`src/rtl/flash_cell_read_channel_pkg.sv`:
```
// Shared types, sizes and arithmetic helpers for the flash cell read channel.
package flash_chan_pkg;

  localparam int DW         = 16;
  localparam int LEVELS     = 4;
  localparam int LW         = $clog2(LEVELS);
  localparam int FIFO_PAIRS = 4;
  localparam int CNT_W      = 32;

  typedef logic signed [DW-1:0]     vth_t;
  typedef logic [LW-1:0]            lvl_t;
  typedef logic [(LEVELS-1)*DW-1:0] refs_t;

  // Signed add with the sum clamped to the representable vth_t range.
  function automatic vth_t sat_add(vth_t a, vth_t b);
    logic signed [DW:0] sum;
    sum = {a[DW-1], a} + {b[DW-1], b};
    if (sum[DW] != sum[DW-1]) begin
      if (sum[DW]) return vth_t'({1'b1, {(DW-1){1'b0}}});
      else         return vth_t'({1'b0, {(DW-1){1'b1}}});
    end
    return sum[DW-1:0];
  endfunction

  // Read level = number of references the voltage is at or above.
  function automatic lvl_t slice_level(vth_t v, refs_t refs);
    lvl_t n;
    vth_t r;
    n = '0;
    for (int k = 0; k < LEVELS-1; k++) begin
      r = refs[k*DW +: DW];
      if (v >= r) n = n + lvl_t'(1);
    end
    return n;
  endfunction

  // Out-of-range written levels read as the top level.
  function automatic lvl_t clamp_level(lvl_t l);
    if (int'(l) > LEVELS-1) return lvl_t'(LEVELS-1);
    return l;
  endfunction

endpackage

```
`src/rtl/flash_cell_read_channel_if.sv`:
```
// Noise input, symbol input and read-result output of the read channel.
// Handshakes: a transfer happens on a rising clk edge where valid && ready are
// both high; the sender holds data stable while valid is high and ready is low.
// grv_valid has no ready: a pair offered while the FIFO is full is dropped and
// reported by a one-cycle grv_drop pulse.
interface flash_cell_read_channel_if;
  import flash_chan_pkg::*;

  logic grv_valid;
  vth_t grv1;
  vth_t grv2;
  logic grv_drop;

  logic sym_valid;
  lvl_t sym_level;
  logic sym_ready;

  logic out_valid;
  logic out_ready;
  lvl_t out_level;
  vth_t out_vth;
  logic out_err;

  modport master (
    output grv_valid, grv1, grv2, sym_valid, sym_level, out_ready,
    input  grv_drop, sym_ready, out_valid, out_level, out_vth, out_err
  );

  modport slave (
    input  grv_valid, grv1, grv2, sym_valid, sym_level, out_ready,
    output grv_drop, sym_ready, out_valid, out_level, out_vth, out_err
  );

endinterface

```
`src/rtl/flash_cell_read_channel_fifo.sv`:
```
// Noise pair FIFO: stores {grv2,grv1} pairs and hands out one sample per consume,
// grv1 first, popping the entry once grv2 has been used.
module noise_pair_fifo
  import flash_chan_pkg::*;
(
  input  logic           clk,
  input  logic           reset,
  input  logic           push_i,
  input  logic [2*DW-1:0] push_data_i,
  input  logic           consume_i,
  output logic           not_empty_o,
  output vth_t           sample_o,
  output logic           drop_o
);

  localparam int PW = (FIFO_PAIRS > 1) ? $clog2(FIFO_PAIRS) : 1;
  localparam int CW = $clog2(FIFO_PAIRS + 1);

  logic [2*DW-1:0] mem_q [FIFO_PAIRS];
  logic [PW-1:0]   wr_ptr_q, wr_ptr_d;
  logic [PW-1:0]   rd_ptr_q, rd_ptr_d;
  logic [CW-1:0]   count_q, count_d;
  logic            half_q, half_d;
  logic            take;
  logic            pop;
  logic            push_ok;

  function automatic logic [PW-1:0] ptr_inc(logic [PW-1:0] p);
    if (p == PW'(FIFO_PAIRS-1)) return '0;
    return p + PW'(1);
  endfunction

  // Push/pop decisions, pointer and count next-state, half-select toggle.
  always_comb begin
    not_empty_o = (count_q != '0);
    take        = consume_i && not_empty_o;
    pop         = take && half_q;
    // A full FIFO still accepts a pair when the head entry leaves this cycle.
    push_ok     = push_i && ((count_q < CW'(FIFO_PAIRS)) || pop);
    drop_o      = push_i && !push_ok;
    half_d      = take ? !half_q : half_q;
    wr_ptr_d    = push_ok ? ptr_inc(wr_ptr_q) : wr_ptr_q;
    rd_ptr_d    = pop ? ptr_inc(rd_ptr_q) : rd_ptr_q;
    count_d     = count_q;
    case ({push_ok, pop})
      2'b10:   count_d = count_q + CW'(1);
      2'b01:   count_d = count_q - CW'(1);
      default: count_d = count_q;
    endcase
    sample_o = half_q ? mem_q[rd_ptr_q][2*DW-1:DW] : mem_q[rd_ptr_q][DW-1:0];
  end

  // Control state: pointers, occupancy and half-select.
  always_ff @(posedge clk or negedge reset) begin
    if (!reset) begin
      wr_ptr_q <= '0;
      rd_ptr_q <= '0;
      count_q  <= '0;
      half_q   <= 1'b0;
    end else begin
      wr_ptr_q <= wr_ptr_d;
      rd_ptr_q <= rd_ptr_d;
      count_q  <= count_d;
      half_q   <= half_d;
    end
  end

  // Pair storage; contents are only meaningful below the occupancy count.
  always_ff @(posedge clk) begin
    if (push_ok) mem_q[wr_ptr_q] <= push_data_i;
  end

endmodule

```
`src/rtl/flash_cell_read_channel.sv`:
```
// Flash cell read channel: adds Gaussian noise to the nominal Vth of each written
// level, slices against read references and counts symbols and level errors.
module flash_cell_read_channel
  import flash_chan_pkg::*;
(
  input  logic                       clk,
  input  logic                       reset,
  flash_cell_read_channel_if.slave   bus,
  input  logic [LEVELS*DW-1:0]       lvl_mean,
  input  logic [(LEVELS-1)*DW-1:0]   rd_ref,
  input  logic                       clr_cnt,
  output logic [CNT_W-1:0]           sym_cnt,
  output logic [CNT_W-1:0]           err_cnt
);

  logic       fifo_ne;
  vth_t       noise;
  logic       adv;
  logic       accept;
  logic       out_hs;
  lvl_t       wr_lvl;
  vth_t       mean_arr [LEVELS];

  logic       s1_valid_q, s1_valid_d;
  vth_t       s1_vth_q, s1_vth_d;
  lvl_t       s1_lvl_q, s1_lvl_d;
  logic       s2_valid_q, s2_valid_d;
  vth_t       s2_vth_q, s2_vth_d;
  lvl_t       s2_lvl_q, s2_lvl_d;
  logic       s2_err_q, s2_err_d;
  logic [CNT_W-1:0] sym_cnt_q, sym_cnt_d;
  logic [CNT_W-1:0] err_cnt_q, err_cnt_d;

  noise_pair_fifo u_fifo (
    .clk         (clk),
    .reset       (reset),
    .push_i      (bus.grv_valid),
    .push_data_i ({bus.grv2, bus.grv1}),
    .consume_i   (accept),
    .not_empty_o (fifo_ne),
    .sample_o    (noise),
    .drop_o      (bus.grv_drop)
  );

  // Unpack the static per-level nominal voltages.
  always_comb begin
    for (int k = 0; k < LEVELS; k++) mean_arr[k] = lvl_mean[k*DW +: DW];
  end

  // Single pipeline enable; S1 only moves when S2 can move, so a stall never consumes noise.
  always_comb begin
    adv           = !s2_valid_q || bus.out_ready;
    bus.sym_ready = adv && fifo_ne;
    accept        = bus.sym_valid && bus.sym_ready;
    out_hs        = s2_valid_q && bus.out_ready;
    wr_lvl        = clamp_level(bus.sym_level);
    s1_valid_d    = s1_valid_q;
    s1_vth_d      = s1_vth_q;
    s1_lvl_d      = s1_lvl_q;
    s2_valid_d    = s2_valid_q;
    s2_vth_d      = s2_vth_q;
    s2_lvl_d      = s2_lvl_q;
    s2_err_d      = s2_err_q;
    if (adv) begin
      s1_valid_d = accept;
      if (accept) begin
        s1_vth_d = sat_add(mean_arr[wr_lvl], noise);
        s1_lvl_d = wr_lvl;
      end
      s2_valid_d = s1_valid_q;
      if (s1_valid_q) begin
        s2_vth_d = s1_vth_q;
        s2_lvl_d = slice_level(s1_vth_q, rd_ref);
        s2_err_d = (s2_lvl_d != s1_lvl_q);
      end
    end
  end

  // Saturating counters; clear wins over a same-cycle increment.
  always_comb begin
    sym_cnt_d = sym_cnt_q;
    err_cnt_d = err_cnt_q;
    if (clr_cnt) begin
      sym_cnt_d = '0;
      err_cnt_d = '0;
    end else if (out_hs) begin
      if (sym_cnt_q != '1) sym_cnt_d = sym_cnt_q + CNT_W'(1);
      if (s2_err_q && (err_cnt_q != '1)) err_cnt_d = err_cnt_q + CNT_W'(1);
    end
  end

  // Pipeline and counter registers.
  always_ff @(posedge clk or negedge reset) begin
    if (!reset) begin
      s1_valid_q <= 1'b0;
      s1_vth_q   <= '0;
      s1_lvl_q   <= '0;
      s2_valid_q <= 1'b0;
      s2_vth_q   <= '0;
      s2_lvl_q   <= '0;
      s2_err_q   <= 1'b0;
      sym_cnt_q  <= '0;
      err_cnt_q  <= '0;
    end else begin
      s1_valid_q <= s1_valid_d;
      s1_vth_q   <= s1_vth_d;
      s1_lvl_q   <= s1_lvl_d;
      s2_valid_q <= s2_valid_d;
      s2_vth_q   <= s2_vth_d;
      s2_lvl_q   <= s2_lvl_d;
      s2_err_q   <= s2_err_d;
      sym_cnt_q  <= sym_cnt_d;
      err_cnt_q  <= err_cnt_d;
    end
  end

  assign bus.out_valid = s2_valid_q;
  assign bus.out_vth   = s2_vth_q;
  assign bus.out_level = s2_lvl_q;
  assign bus.out_err   = s2_err_q;
  assign sym_cnt       = sym_cnt_q;
  assign err_cnt       = err_cnt_q;

endmodule

```
`src/flat_wrapper.sv`:
```
// flat-port wrapper written by rule: the top's interface ports become plain ports
module flash_cell_read_channel_flat import flash_chan_pkg::*;
  (clk, reset, lvl_mean, rd_ref, clr_cnt, sym_cnt, err_cnt, bus_grv_valid, bus_grv1, bus_grv2, bus_sym_valid, bus_sym_level, bus_out_ready, bus_grv_drop, bus_sym_ready, bus_out_valid, bus_out_level, bus_out_vth, bus_out_err);
  flash_cell_read_channel_if bus_i ();
  input  logic clk;
  input  logic reset;
  input  logic [LEVELS*DW-1:0] lvl_mean;
  input  logic [(LEVELS-1)*DW-1:0] rd_ref;
  input  logic clr_cnt;
  output logic [CNT_W-1:0] sym_cnt;
  output logic [CNT_W-1:0] err_cnt;
  input wire logic [$bits(bus_i.grv_valid)-1:0] bus_grv_valid;
  input wire logic [$bits(bus_i.grv1)-1:0] bus_grv1;
  input wire logic [$bits(bus_i.grv2)-1:0] bus_grv2;
  input wire logic [$bits(bus_i.sym_valid)-1:0] bus_sym_valid;
  input wire logic [$bits(bus_i.sym_level)-1:0] bus_sym_level;
  input wire logic [$bits(bus_i.out_ready)-1:0] bus_out_ready;
  output wire logic [$bits(bus_i.grv_drop)-1:0] bus_grv_drop;
  output wire logic [$bits(bus_i.sym_ready)-1:0] bus_sym_ready;
  output wire logic [$bits(bus_i.out_valid)-1:0] bus_out_valid;
  output wire logic [$bits(bus_i.out_level)-1:0] bus_out_level;
  output wire logic [$bits(bus_i.out_vth)-1:0] bus_out_vth;
  output wire logic [$bits(bus_i.out_err)-1:0] bus_out_err;
  assign bus_i.grv_valid = bus_grv_valid;
  assign bus_i.grv1 = bus_grv1;
  assign bus_i.grv2 = bus_grv2;
  assign bus_i.sym_valid = bus_sym_valid;
  assign bus_i.sym_level = bus_sym_level;
  assign bus_i.out_ready = bus_out_ready;
  assign bus_grv_drop = bus_i.grv_drop;
  assign bus_sym_ready = bus_i.sym_ready;
  assign bus_out_valid = bus_i.out_valid;
  assign bus_out_level = bus_i.out_level;
  assign bus_out_vth = bus_i.out_vth;
  assign bus_out_err = bus_i.out_err;
  flash_cell_read_channel u_core (.clk(clk), .reset(reset), .bus(bus_i), .lvl_mean(lvl_mean), .rd_ref(rd_ref), .clr_cnt(clr_cnt), .sym_cnt(sym_cnt), .err_cnt(err_cnt));
endmodule
```
`config.mk`:
```
export PLATFORM = sky130hd
export DESIGN_NAME = flash_cell_read_channel_flat
export DESIGN_NICKNAME = d
export VERILOG_FILES = /design/src/rtl/flash_cell_read_channel_pkg.sv /design/src/rtl/flash_cell_read_channel_if.sv /design/src/rtl/flash_cell_read_channel_fifo.sv /design/src/rtl/flash_cell_read_channel.sv /design/src/flat_wrapper.sv
export SDC_FILE = /design/constraint.sdc
export NUM_CORES = 1
export LEC_CHECK = 0
export BUFFER_PORTS_ARGS = -buffer_cell sky130_fd_sc_hd__buf_2
export CORE_MARGIN = 2
export CORE_UTILIZATION = 55
export DETAILED_ROUTE_END_ITERATION = 8
export GPL_ROUTABILITY_DRIVEN = 1
export GPL_TIMING_DRIVEN = 0
export PLACE_DENSITY = 0.91
export SYNTH_ARGS = -nofsm -noshare
export SYNTH_HDL_FRONTEND = slang
export SYNTH_SLANG_ARGS = --single-unit
```
`constraint.sdc`:
```
create_clock -name clk -period 5.01 [get_ports clk]
set_input_delay 1.002 -clock clk [delete_from_list [all_inputs] [get_ports clk]]
set_output_delay 1.002 -clock clk [all_outputs]
set_load 0.01 [all_outputs]
```
## Yosys cells after proc, flatten, opt, wreduce, memory -nomap -nowiden

Memory sizes are Yosys's and may differ from the RTL's.
Cells that the tools add are included.

- Multiplexer cells: 34
- Bitwise logic cells: 1
- Reductions and logical operators: 22
- Add/subtract/negate cells: 9
- $lt $le $gt $ge: 5
- Eq/ne operators: 8

Operator list:

| kind | count |
|---|---|
| 32-bit 2-to-1 mux | 6 |
| 16-bit 2-to-1 mux | 6 |
| 32-bit by 1-bit adder with 32-bit output, second input constant | 2 |
| 32-bit != test, second input constant | 2 |
| 16-bit greater-or-equal comparator | 3 |
| 16-bit binary-select mux with 2-bit select | 1 |
| 2-bit 2-to-1 mux | 12 |
| 16-bit by 16-bit adder with 17-bit output | 1 |
| 2-bit by 1-bit adder with 2-bit output, second input constant | 4 |
| 1-bit logical AND | 8 |
| 1-bit 2-to-1 mux | 8 |
| 2-bit AND reduction | 4 |
| 2-bit nonzero test | 4 |
| 2-bit equality test, second input constant | 3 |
| 3-bit one-hot mux with 2 select lines | 1 |
| 3-bit by 1-bit adder with 3-bit output, second input constant | 1 |
| 3-bit greater-or-equal comparator, second input constant | 1 |
| 1-bit logical NOT | 3 |
| 3-bit less-than comparator, second input constant | 1 |
| 2-bit NOT with 3-bit output | 1 |
| 3-bit nonzero test | 1 |
| 3-bit by 1-bit subtractor with 3-bit output, second input constant | 1 |
| 2-bit by 1-bit equality test with 1-bit output, second input constant | 1 |
| 1-bit logical OR | 2 |
| 2 further kinds | 2 |

- Flip-flop bits (word level): 111
- Output and inout port bits: 86
- Logic and storage cells: 93
- Memories kept: 1
- RAM bits: 128
- Input bits: 152

Memories:

| name | depth | width | read ports | clocked after memory_dff | write ports | line | RTL |
|---|---|---|---|---|---|---|---|
| u_core.u_fifo.mem_q | 4 | 32 | 1 | 0 | 1 | flash_cell_read_channel_fifo.sv:19 | `logic [2*DW-1:0] mem_q [FIFO_PAIRS];` |

## Logic depth before layout (Yosys ltp)

- Depth in word-level cells: 13
- Mapped depth: 16
- Gate-level depth less buffers: 14

## Cells and area by module

Synthesis repeated with hierarchy kept, for this count alone.

- Cell total of the unflattened synthesis: 1006
- Area total of the unflattened synthesis: 12637.1 µm²

Modules (own cells, without submodules):

| module | area each (µm²) | cells an instance | instances | sequential area each (µm²) |
|---|---|---|---|---|
| flash_cell_read_channel | 7220.7 | 775 | 1 | 2577.5 |
| noise_pair_fifo | 5416.4 | 231 | 1 | 4043.9 |

## Least setup slack after synthesis

No wires, ideal clock.

- Path type: input to register
- Start point: in bus_sym_level[0]
- End point: reg u_core.s1_vth_q[14]
- Setup slack: 796 ps
- Setup time: 77 ps
- Data required time: 4933 ps
- Arrival: 4137 ps
- Cell stages on the path: 13
- Path buffers: 4
- Path through: buf_2 > buf_1 > mux4_2 > ha_1 > a211oi_1 > nor2_1 > nor2_1 > a31oi_1 > a221o_1 > buf_6 > buf_6 > maj3_2 > o21ai_1

- Word-level cells in the longest chain between the ends: 10
- Elaborated cells between the ends (all ways): 12
- Those cells by class: add/sub: 1; eq/ne: 1; mux: 9; bitwise: 1

RTL lines:

| item | line | RTL |
|---|---|---|
| start: declaration | flat_wrapper.sv:16 | `input wire logic [$bits(bus_i.sym_level)-1:0] bus_sym_level;` |
| 2-bit NOT with 3-bit output (implied by the code) (*) | flash_cell_read_channel.sv:67 | `s1_vth_d = sat_add(mean_arr[wr_lvl], noise);` |
| 16-bit binary-select mux with 2-bit select (*) | flash_cell_read_channel.sv:67 |  |
| 16-bit 2-to-1 mux (implied by the code) (*) (2 in a row) | flash_cell_read_channel.sv:67 |  |
| 16-bit by 16-bit adder with 17-bit output (*) | flash_cell_read_channel_pkg.sv:17 | `sum = {a[DW-1], a} + {b[DW-1], b};` |
| 1-bit != test | flash_cell_read_channel_pkg.sv:18 | `if (sum[DW] != sum[DW-1]) begin` |
| 1-bit 2-to-1 mux | flash_cell_read_channel_pkg.sv:18 |  |
| 1-bit 2-to-1 mux | flash_cell_read_channel.sv:66 | `if (accept) begin` |
| 1-bit 2-to-1 mux | flash_cell_read_channel.sv:64 | `if (adv) begin` |
| 16-bit 2-to-1 mux (*) | flash_cell_read_channel_pkg.sv:22 | `return sum[DW-1:0];` |
| end signal: assignment | flash_cell_read_channel.sv:106 | `s1_vth_q <= s1_vth_d;` |
| end: declaration | flash_cell_read_channel.sv:25 | `vth_t s1_vth_q, s1_vth_d;` |

Every way passes the cells marked *; elsewhere a longest branch is shown, timed or not. The select of a mux whose other input is x is not followed.
A chain may end at the register's enable or synchronous reset.

## Worst setup path in the final report

- Start point: reg u_core.u_fifo.rd_ptr_q[0]
- End point: reg u_core.s1_vth_q[3]

- Word-level cells in the longest chain between the ends: 8
- Elaborated cells between the ends (all ways): 10
- Those cells by class: add/sub: 1; eq/ne: 1; mux: 7; memory: 1

RTL lines:

| item | line | RTL |
|---|---|---|
| start: declaration | flash_cell_read_channel_fifo.sv:21 | `logic [PW-1:0] rd_ptr_q, rd_ptr_d;` |
| start signal: assignment | flash_cell_read_channel_fifo.sv:62 | `rd_ptr_q <= rd_ptr_d;` |
| memory 4 x 32 bit (*) | n/a |  |
| 16-bit 2-to-1 mux (*) | flash_cell_read_channel_fifo.sv:50 | `sample_o = half_q ? mem_q[rd_ptr_q][2*DW-1:DW] : mem_q[rd_ptr_q][DW-1:0];` |
| 16-bit by 16-bit adder with 17-bit output (*) | flash_cell_read_channel_pkg.sv:17 |  |
| 1-bit != test | flash_cell_read_channel_pkg.sv:18 |  |
| 1-bit 2-to-1 mux | flash_cell_read_channel_pkg.sv:18 |  |
| 1-bit 2-to-1 mux | flash_cell_read_channel.sv:66 |  |
| 1-bit 2-to-1 mux | flash_cell_read_channel.sv:64 |  |
| 16-bit 2-to-1 mux (*) | flash_cell_read_channel_pkg.sv:22 |  |

Marks and branches as above.

==> impl_metrics.xml <==
<?xml version="1.0" encoding="UTF-8"?>
<metrics>
  <group name="run_status">
    <metric name="outcome" unit="">finished clean</metric>
  </group>
  <group name="sta">
    <metric name="setup-tns-final" unit="ps">0</metric>
    <metric name="timing.final.crit_share" unit="%">87.6</metric>
    <metric name="timing_worst_slew_pin_value" unit="ps">887</metric>
    <metric name="maxSlewHeadroom" unit="%">40.9</metric>
    <metric name="rsz_0062_raised_after_global_routing" unit="">no</metric>
    <metric name="finalSetupViolations" unit="">0</metric>
    <metric name="maxSlewViolCount" unit="">0</metric>
    <metric name="clock.fmax" unit="MHz">228</metric>
    <metric name="timing_hold_violations_final" unit="">0</metric>
    <metric name="finClkSkew" unit="ps">29.3</metric>
    <metric name="layout_min_cycle_time" unit="ps">4390</metric>
  </group>
  <group name="drt">
    <metric name="detail-route-antenna-nets" unit="">0</metric>
    <metric name="totalWireLength" unit="microns">30300</metric>
    <metric name="routedWlPerCell" unit="microns">19.0</metric>
    <metric name="drt_pre_antenna_iters" unit="">6</metric>
    <metric name="routed_via_density" unit="">5.75</metric>
    <metric name="drtIter0Drc" unit="">596</metric>
    <metric name="detail_route.drc_violations" unit="">0</metric>
    <metric name="route.vias.total" unit="">9153</metric>
  </group>
  <group name="power_and_ir_drop">
    <metric name="total_leakage_power" unit="nW">6.55</metric>
    <metric name="max-vdd-ir-drop" unit="mV">0.359</metric>
    <metric name="power_density" unit="mW/mm^2">543</metric>
    <metric name="total_power" unit="W">0.00813</metric>
  </group>
  <group name="cts">
    <metric name="cts-buffers-inserted" unit="">25</metric>
    <metric name="clock_path_buffers" unit="">3</metric>
    <metric name="cts.sinks" unit="">239</metric>
    <metric name="worst_setup_hold_path_clk_slew" unit="ps">60</metric>
    <metric name="post_cts_hold_buffer_count" unit="">0</metric>
    <metric name="ctsHtreeMaxLevel" unit="">1</metric>
    <metric name="cts_resized" unit="">0</metric>
    <metric name="insertion_delay_of_the_later_clocked_pin_in_the_worst_skew_pair" unit="ps">540</metric>
    <metric name="clock_tree.root_cell" unit="">sky130_fd_sc_hd__clkbuf_16</metric>
    <metric name="tritoncts" unit="">yes</metric>
    <metric name="post-cts-setup-buffer-count" unit="">0</metric>
  </group>
  <group name="synthesis">
    <metric name="post-synth-top-area-cell" unit="">sky130_fd_sc_hd__edfxtp_1</metric>
    <metric name="dominantRegCellSynth" unit="">sky130_fd_sc_hd__edfxtp_1</metric>
    <metric name="number_of_flops_mapped_to_enable_cells_by_yosys" unit="">128</metric>
    <metric name="synth.top_cell.area_share" unit="%">30.5</metric>
    <metric name="synthesis.yosys.warnings" unit="">0</metric>
    <metric name="ys_top_cells_by_area" unit="">sky130_fd_sc_hd__edfxtp_1, sky130_fd_sc_hd__dfrtp_1, sky130_fd_sc_hd__mux4_2</metric>
    <metric name="yosysSeqAreaShare" unit="%">52.5</metric>
    <metric name="synthCells" unit="">1022</metric>
    <metric name="unique_cell_type_count_in_the_yosys_netlist" unit="">72</metric>
    <metric name="synth_area_per_cell" unit="sq um">12.3</metric>
    <metric name="post_synth_instance_area" unit="sq mm">0.0126</metric>
    <metric name="register_bit_count_reported_by_yosys" unit="">239</metric>
    <metric name="syn-num-nets" unit="">1250</metric>
    <metric name="async_reset_ff_share" unit="%">46.4</metric>
  </group>
  <group name="critical_path">
    <metric name="worst-setup-path-type" unit="">reg2reg</metric>
    <metric name="cp-start-kind" unit="">flop</metric>
    <metric name="timing.critical_path.required" unit="ps">5430</metric>
    <metric name="cp_data_arrival_time" unit="ps">4810</metric>
    <metric name="setup.worst_path.end_class" unit="">flop</metric>
    <metric name="worst-path-max-fanout" unit="">10</metric>
  </group>
  <group name="cells_and_area">
    <metric name="area_delta_synth_final" unit="%">18.7</metric>
    <metric name="final_layout_size_suffix_gt1_share" unit="%">29.4</metric>
    <metric name="most_used_cells_in_the_layout_excluding_fill_and_tap_cells" unit="">sky130_fd_sc_hd__buf_2, sky130_fd_sc_hd__edfxtp_1, sky130_fd_sc_hd__dfrtp_1</metric>
    <metric name="fillerInstances" unit="">1636</metric>
    <metric name="finish.net_count" unit="">1513</metric>
    <metric name="layout.cells.most_common" unit="">sky130_fd_sc_hd__buf_2</metric>
  </group>
  <group name="floorplan">
    <metric name="die-height" unit="microns">155</metric>
    <metric name="die_w" unit="microns">155</metric>
    <metric name="die_area" unit="sq mm">0.0242</metric>
    <metric name="placeable_area" unit="sq mm">0.0226</metric>
    <metric name="initial_utilization" unit="%">55.9</metric>
    <metric name="floorplan.rows" unit="">55</metric>
    <metric name="ioPinCount" unit="">238</metric>
  </group>
  <group name="placement">
    <metric name="port_buffers" unit="">235</metric>
    <metric name="globalplace.congestion" unit="">0.912</metric>
    <metric name="place.detailed.hpwl" unit="microns">22300</metric>
  </group>
  <group name="global_routing">
    <metric name="first_pass_grt_wire_length" unit="microns">48000</metric>
    <metric name="grt_use_total" unit="%">25.2</metric>
    <metric name="vias_in_the_first_global_route" unit="">9210</metric>
    <metric name="grt_overflow" unit="">0</metric>
    <metric name="grt_max_degree" unit="">57</metric>
    <metric name="antenna_found_initial" unit="">7</metric>
  </group>
  <group name="flow_run">
    <metric name="drv_cap" unit="">0</metric>
  </group>
  <group name="hold_path">
    <metric name="worst_hold_path_type" unit="">reg2reg</metric>
  </group>
</metrics>
[path summary, 6_finish.rpt]
path,end,depth (start not counted),start,slack (ps)
setup reg to reg,u_core.s1_vth_q[3],16,u_core.u_fifo.rd_ptr_q[0],620
setup / recovery,u_core.s1_vth_q[3],16,u_core.u_fifo.rd_ptr_q[0],620
hold reg to reg,u_core.s1_vth_q[0],2,u_core.s1_vth_q[0],500
hold / removal,u_core.s1_vth_q[0],2,u_core.s1_vth_q[0],500
min in group asynchronous,u_core.sym_cnt[18],1,reset,550
max in group asynchronous,u_core.s1_valid_q,2,reset,3750
[worst max-delay path: stages (launching register included)]
cell                        delay (ps)
sky130_fd_sc_hd__dfrtp_1           360
sky130_fd_sc_hd__clkbuf_1          390
sky130_fd_sc_hd__buf_2             460
sky130_fd_sc_hd__mux4_2            550
sky130_fd_sc_hd__mux2_2            300
sky130_fd_sc_hd__ha_1              230
sky130_fd_sc_hd__inv_1              80
sky130_fd_sc_hd__fa_1              170
sky130_fd_sc_hd__nor2b_1            80
sky130_fd_sc_hd__o2111ai_1         330
sky130_fd_sc_hd__a21oi_1           160
sky130_fd_sc_hd__o21ai_1           190
sky130_fd_sc_hd__a32o_1            200
sky130_fd_sc_hd__buf_2             200
sky130_fd_sc_hd__buf_2             230
sky130_fd_sc_hd__o22ai_1           130
sky130_fd_sc_hd__a22o_1            200
[routing by layer]
layer  vias up  track usage, %  wire length, microns
li1       4318               -                     -
met1      4435            33.1                 12700
met2       315            42.1                 14800
met3        83            4.35                  1840
met4         2            9.65                   999
met5         -               0                    13
[stage by stage]
stage | hold WS (ps) | cell area [sq um] | util, % | instances | setup WS, ps
detailed placement | 483 | 14200 | 62.8 | 1543 | 150
floorplan | 456 | 12600 | - | 1022 | 796
global route | 514 | 15000 | 66.3 | 1592 | 353
global placement | 470 | 14100 | 62.7 | 1542 | 219
finish | 498 | 15000 | 66.3 | 1593 | 622
CTS | 498 | 15000 | 66.3 | 1589 | 654
[synthesized netlist by cell type, drive strengths merged, types with 3 or more instances]
library cell	instances
and2	10
nor2b	6
and4	5
nand3	31
inv	67
a22o	9
nand2b	6
xor2	40
or2	3
clkbuf	21
a211oi	6
o22ai	3
o21ai	46
xnor2	31
mux2	35
nor4	6
buf	14
o21bai	3
dfrtp	111
ha	74
a21oi	35
maj3	6
nor3	25
or3	11
nand2	68
nor2	83
a21o	14
mux4	48
o21a	4
and3	12
nand4	25
edfxtp	128
[layout make-up]
class                      count  area (sq um)  share of cell area [%]
multi-input combinational    681          5590                    37.3
clock buffer                  29           641                    4.28
timing repair buffer         236          1210                    8.05
buffer                        35           158                    1.05
tap                          285           357                    2.38
clock inverter                17           143                   0.953
antenna                        4          10.0                  0.0668
sequential                   239          6620                    44.2
inverter                      67           251                    1.68
[report_power, final]
part	internal, W	switching, W	leakage, nW	total (W)
Sequential	0.00247	0.000258	2.63	0.00273
Clock	0.00102	0.000770	0.386	0.00179
Combinational	0.00165	0.00197	3.54	0.00361
[cell families (layout without fill, tap and decap cells)]
logic type,after synthesis,count (layout),share of synthesized area [%]
xor gates and xnor gates,71,71,4.93
muxes,85,85,11.9
and+or+nand+nor,296,296,11.6
buffers and inverters,102,384,3.24
DFF,239,239,52.5
AOI/OAI and AO/OA,147,147,7.78
adders and majority gates,82,82,8.14
other,0,4,0
[flip-flops by register name, summed over array words and instances, names as in the netlist, 3 cells and up]
| name | flops |
|---|---|
| u_core.u_fifo.mem_q | 128 |
| u_core.err_cnt | 32 |
| u_core.sym_cnt | 32 |
| u_core.bus.out_vth | 16 |
| u_core.s1_vth_q | 16 |
| u_core.u_fifo.count_q | 3 |
Note: power is estimated with default switching activity, not from simulation.
